**src/rtl/uart_defs_pkg.sv**
```systemverilog
// rtl/uart_defs_pkg.sv - shared UART receive-path widths, depths and timing constants
package uart_defs;
   localparam int UART_DATA_WIDTH   = 8;
   localparam int UART_FIFO_DEPTH   = 16;
   localparam int UART_CLK_HZ       = 50_000_000;
   localparam int UART_BAUD         = 115_200;
   localparam int UART_CLKS_PER_BIT = UART_CLK_HZ / UART_BAUD;
endpackage

```
**src/rtl/fifo_mem.sv**
```systemverilog
// rtl/fifo_mem.sv - DEPTH x DATA_WIDTH register array, one synchronous write port, one asynchronous read port
module fifo_mem
   import uart_defs::*;
#(
   parameter int DATA_WIDTH = UART_DATA_WIDTH,
   parameter int DEPTH      = UART_FIFO_DEPTH,
   parameter int ADDR_WIDTH = $clog2(DEPTH)
)(
   input  logic                  clk,
   input  logic                  we,
   input  logic [ADDR_WIDTH-1:0] waddr,
   input  logic [DATA_WIDTH-1:0] wdata,
   input  logic [ADDR_WIDTH-1:0] raddr,
   output logic [DATA_WIDTH-1:0] rdata
);
   logic [DATA_WIDTH-1:0] mem [DEPTH];

   // No reset: contents are only observable through valid pointer ranges.
   always_ff @(posedge clk) begin
      if (we) begin
         mem[waddr] <= wdata;
      end
   end

   assign rdata = mem[raddr];
endmodule

```
**src/rtl/uart_rx_fifo.sv**
```systemverilog
// rtl/uart_rx_fifo.sv - FWFT receive byte FIFO with count, full/empty and sticky overflow
// Optional dropped-byte counter output ovf_count enabled by UART_RX_FIFO_OVF_CNT_EN.
module uart_rx_fifo
   import uart_defs::*;
#(
   parameter  int DATA_WIDTH = UART_DATA_WIDTH,
   parameter  int DEPTH      = UART_FIFO_DEPTH,
   localparam int ADDR_WIDTH = $clog2(DEPTH)
)(
   input  logic                  clk,
   input  logic                  reset,
   input  logic [DATA_WIDTH-1:0] in_data,
   input  logic                  in_valid,
   input  logic                  rd_en,
   output logic [DATA_WIDTH-1:0] out_data,
   output logic                  empty,
   output logic                  full,
   output logic [ADDR_WIDTH:0]   count,
   output logic                  overflow,
   input  logic                  overflow_clr
`ifdef UART_RX_FIFO_OVF_CNT_EN
   ,output logic [7:0]           ovf_count
`endif
);
   logic [ADDR_WIDTH-1:0] wr_ptr;
   logic [ADDR_WIDTH-1:0] rd_ptr;
   logic [DATA_WIDTH-1:0] mem_rdata;
   logic                  rd_acc;
   logic                  wr_acc;
   logic                  ovf_evt;

   assign empty   = (count == '0);
   assign full    = (count == (ADDR_WIDTH+1)'(DEPTH));
   assign rd_acc  = rd_en && !empty;
   // A read in the same cycle frees the slot, so a full FIFO can still accept.
   assign wr_acc  = in_valid && (!full || rd_acc);
   assign ovf_evt = in_valid && full && !rd_acc;

   fifo_mem #(
      .DATA_WIDTH (DATA_WIDTH),
      .DEPTH      (DEPTH),
      .ADDR_WIDTH (ADDR_WIDTH)
   ) u_mem (
      .clk   (clk),
      .we    (wr_acc && !reset),
      .waddr (wr_ptr),
      .wdata (in_data),
      .raddr (rd_ptr),
      .rdata (mem_rdata)
   );

   assign out_data = empty ? '0 : mem_rdata;

   always_ff @(posedge clk) begin
      if (reset) begin
         wr_ptr   <= '0;
         rd_ptr   <= '0;
         count    <= '0;
         overflow <= 1'b0;
      end else begin
         if (wr_acc) begin
            wr_ptr <= wr_ptr + 1'b1;
         end
         if (rd_acc) begin
            rd_ptr <= rd_ptr + 1'b1;
         end
         case ({wr_acc, rd_acc})
            2'b10:   count <= count + 1'b1;
            2'b01:   count <= count - 1'b1;
            default: count <= count;
         endcase
         if (ovf_evt) begin
            overflow <= 1'b1;
         end else if (overflow_clr) begin
            overflow <= 1'b0;
         end
      end
   end

`ifdef UART_RX_FIFO_OVF_CNT_EN
   always_ff @(posedge clk) begin
      if (reset) begin
         ovf_count <= '0;
      end else if (ovf_evt) begin
         if (overflow_clr) begin
            ovf_count <= 8'd1;
         end else if (ovf_count != 8'hFF) begin
            ovf_count <= ovf_count + 8'd1;
         end
      end else if (overflow_clr) begin
         ovf_count <= '0;
      end
   end
`endif
endmodule

```
**config.mk**
```make
export PLATFORM = sky130hd
export DESIGN_NAME = uart_rx_fifo
export DESIGN_NICKNAME = d
export VERILOG_FILES = /design/src/rtl/uart_defs_pkg.sv /design/src/rtl/fifo_mem.sv /design/src/rtl/uart_rx_fifo.sv
export SDC_FILE = /design/constraint.sdc
export NUM_CORES = 1
export LEC_CHECK = 0
export BUFFER_PORTS_ARGS = -buffer_cell sky130_fd_sc_hd__buf_2
export CAP_MARGIN = 20
export CORE_MARGIN = 2
export CORE_UTILIZATION = 40
export DETAILED_ROUTE_END_ITERATION = 7
export GPL_TIMING_DRIVEN = 0
export PLACE_DENSITY = 0.65
export SYNTH_ARGS = -nofsm -noshare
export SYNTH_HDL_FRONTEND = slang
export SYNTH_SLANG_ARGS = --single-unit
```
**constraint.sdc**
```tcl
create_clock -name clk -period 4.36 [get_ports clk]
set_input_delay 0.218 -clock clk [delete_from_list [all_inputs] [get_ports clk]]
set_output_delay 0.218 -clock clk [all_outputs]
set_load 0.01 [all_outputs]
```
==> flow_metrics.py <==
metrics = {
    "outcome": {
        "status": "completed",
    },
    "yosys": {
        "synth_cell_type_count": 48,
        "synth_top_family_by_area": "multiplexers",
        "synth-edff-count": 128,
        "synthAdderAreaFrac": 0.0148,
        "async_flop_share": 0,
        "ys_seq_elements": 146,
        "avgSynthCellArea_sq_um": 18.2,
        "syn_nets": 346,
        "synth_warnings": 0,
        "ys_top_cells_by_area": "edfxtp_1 (65%), mux4_2 (12%), dfxtp_1 (6.1%), mux2i_1 (3.0%), nor2_1 (2.0%)",
        "synth_xor_area_frac": 0.00886,
        "yosysTopAreaCellShare": 0.648,
        "yosysTopAreaCell": "edfxtp_1",
        "yosys.area_share.simple": 0.0513,
        "synthCells": 326,
        "post_synth_mux_area_share": 0.154,
        "syn_area_sq_um": 5930,
        "synth_compound_area_frac": 0.0439,
        "synth_seq_area_share": 0.709,
        "synth_ff_type": "edfxtp_1",
    },
    "power": {
        "p_leak_nw": 2.20,
        "vdd_drop_max_mv": 0.277,
        "p_per_area_nw_per_um2": 547,
    },
    "cts": {
        "cts-root-buf": "clkbuf_16",
        "cts_buffer_depth": 2,
        "cts_hold_buf": 0,
        "cts-resized-gates": 0,
        "h-tree-depth": 4,
        "cts_setup_buffers": 0,
        "cts_tree": "yes",
        "cts_buffers": 17,
        "clk_latency_ps": 420,
        "path_clk_slew_ps": 60,
        "cts_sinks": 146,
    },
    "detailed_routing": {
        "vias": 3053,
        "via_per_inst": 5.38,
        "routedWlPerCell_um": 19.7,
        "dr.pass1.iters": 4,
        "ant_nets": 0,
        "drtIter0Drc": 394,
        "drc": 0,
        "wl_um": 11200,
    },
    "global_routing": {
        "grt_max_degree": 17,
        "grt_antenna_before_repair": 0,
        "grt_usage": 0.149,
        "grt_pass1_vias": 3123,
        "grt_pass1_wl_um": 17200,
        "grt.overflow.total": 0,
    },
    "timing": {
        "final_hold_viol_count": 0,
        "relSlewSlack": 0.375,
        "tightestPinTransition_ps": 934,
        "report.final.slew_viol_count": 0,
        "setup_viol": 0,
        "worst_hold_slack_ps": 103,
        "finalSetupTns_ps": 0,
        "finalCritPeriodShare": 0.648,
        "fmax_ghz": 0.354,
        "clock_skew_ps": 5.12,
        "rsz0062_at_grt": "no",
        "period_needed_ps": 2830,
    },
    "critical_path": {
        "end_kind": "primary output",
        "max_stage_delay_ps": 730,
        "crit_slowest_cell": "clkbuf_1",
        "worst_ep_required_time_ps": 4140,
        "critPathMaxFanout": 10,
        "cpMostUsedCell": "clkbuf_1",
        "cp.arrival_ps": 2610,
        "worstSetupPathType": "flip-flop to primary output",
        "crit_chain": "clkbuf_1, clkbuf_1, mux2i_1, o22ai_1, buf_2",
        "cp-start-kind": "flip-flop",
    },
    "place": {
        "gp_congestion": 0.771,
        "hpwl_um": 7300,
        "io_buffer_count": 26,
        "placed_cells": 536,
    },
    "layout": {
        "syn2layout_area_growth_pct": 15.9,
        "num-nets-final": 391,
        "post_route_cells_drive_above_1_share": 0.276,
        "fillers": 1241,
        "antenna_cells": 0,
        "post-route-util": 0.473,
        "stdcell_count": 568,
    },
    "die": {
        "io_pins": 29,
        "dieArea_sq_um": 15800,
        "rows": 44,
        "fp.dieH_um": 126,
        "die_w_um": 126,
        "core_sq_um": 14500,
        "start_util": 0.408,
    },
    "run": {
        "cap_violations": 0,
    },
    "min_path": {
        "hold_class": "input port to flip-flop",
    },
}
area by class of cell:
type	count	area, sq um	share of cell area
Buffer	18	88.8	0.0129
Inverter	5	18.8	0.00273
Sequential cell	146	4200	0.612
Multi-Input combinational cell	157	1620	0.235
Timing Repair Buffer	26	130	0.0189
Tap cell	184	230	0.0335
Clock inverter	15	158	0.0229
Clock buffer	17	425	0.0619
routing by layer:
metal  global-route usage  vias up  wire length (um)
met3               0.0459       24               684
met4               0.0511        0               199
met5                    0        -                 0
met1                0.178     1527              4630
met2                0.257       96              5680
li1                     -     1406                 -
placed cells by master (no fill, tap or decap), types with 2 or more instances in the layout:
cell        synthesis  final
a21oi_1             5      5
and3_1              2      2
buf_2               5     31
buf_6               2      2
bufinv_16           0      2
clkbuf_1           11     11
clkbuf_16           0     17
clkinv_2            0      3
clkinv_4            0      3
clkinvlp_4          0      2
dfxtp_1            18     18
edfxtp_1          128    128
ha_1                7      7
inv_1               5      5
inv_6               0      3
mux2i_1            18     18
mux4_2             32     32
nand2_1             5      5
nor2_1             31     31
nor2b_1             3      3
nor3_1              4      4
o211ai_1            3      3
o21ai_0             3      3
o22ai_1             8      8
or2_2               2      2
or3_1               2      2
xor2_1              5      5
critical path: cells and delay by family (launching register included):
family / cells / cell delay, ps
AO/OA/AOI/OAI: 1 / 140
buffers and inverters: 3 / 1380
flip-flops: 1 / 300
multiplexers: 1 / 360
report_power, final:
part           internal [W]  switching [W]  total [W]  leakage [nW]
Clock              0.000847       0.000571    0.00142         0.283
Sequential          0.00156      0.0000309    0.00159          1.30
Combinational      0.000354       0.000399   0.000753         0.620
registers in the layout, indices dropped and copies added, names as in the netlist, named ones only:
signal and count:
count 5, rd_ptr 4, overflow 1, u_mem.mem 128
wr_ptr 4
Yosys cell counts, types with 3 or more instances:
master / n
a21oi_1: 5
buf_2: 5
clkbuf_1: 11
dfxtp_1: 18
edfxtp_1: 128
ha_1: 7
inv_1: 5
mux2i_1: 18
mux4_2: 32
nand2_1: 5
nor2_1: 31
nor2b_1: 3
nor3_1: 4
o211ai_1: 3
o21ai_0: 3
o22ai_1: 8
xor2_1: 5
through the flow:
step	total power [W]	instance area (sq um)	worst slack [ps]
final	0.00376	6870	1530
after global routing	0.00392	6870	1380
after CTS	0.00380	6870	1460
after detailed placement	0.00239	6290	1790
after global placement	0.00236	6290	1850
after floorplan	0.00217	5930	2080
cell families after synthesis:
logic type / after synthesis
flops: 146
simple gates: 60
mux: 51
compound gates: 33
buf+inv: 23
fa+ha+maj: 7
xor+xnor: 6
worst paths after layout:
check                     from          end  slack (ps)  cells past startpoint
setup / recovery     flip-flop  out_data[6]        1530                      5
hold / removal    overflow_clr     overflow         100                      4
setup reg to reg      count[2]     count[4]        1760                      9
hold reg to reg      rd_ptr[3]    rd_ptr[3]         550                      2
Power figures use the tool's default switching activity.
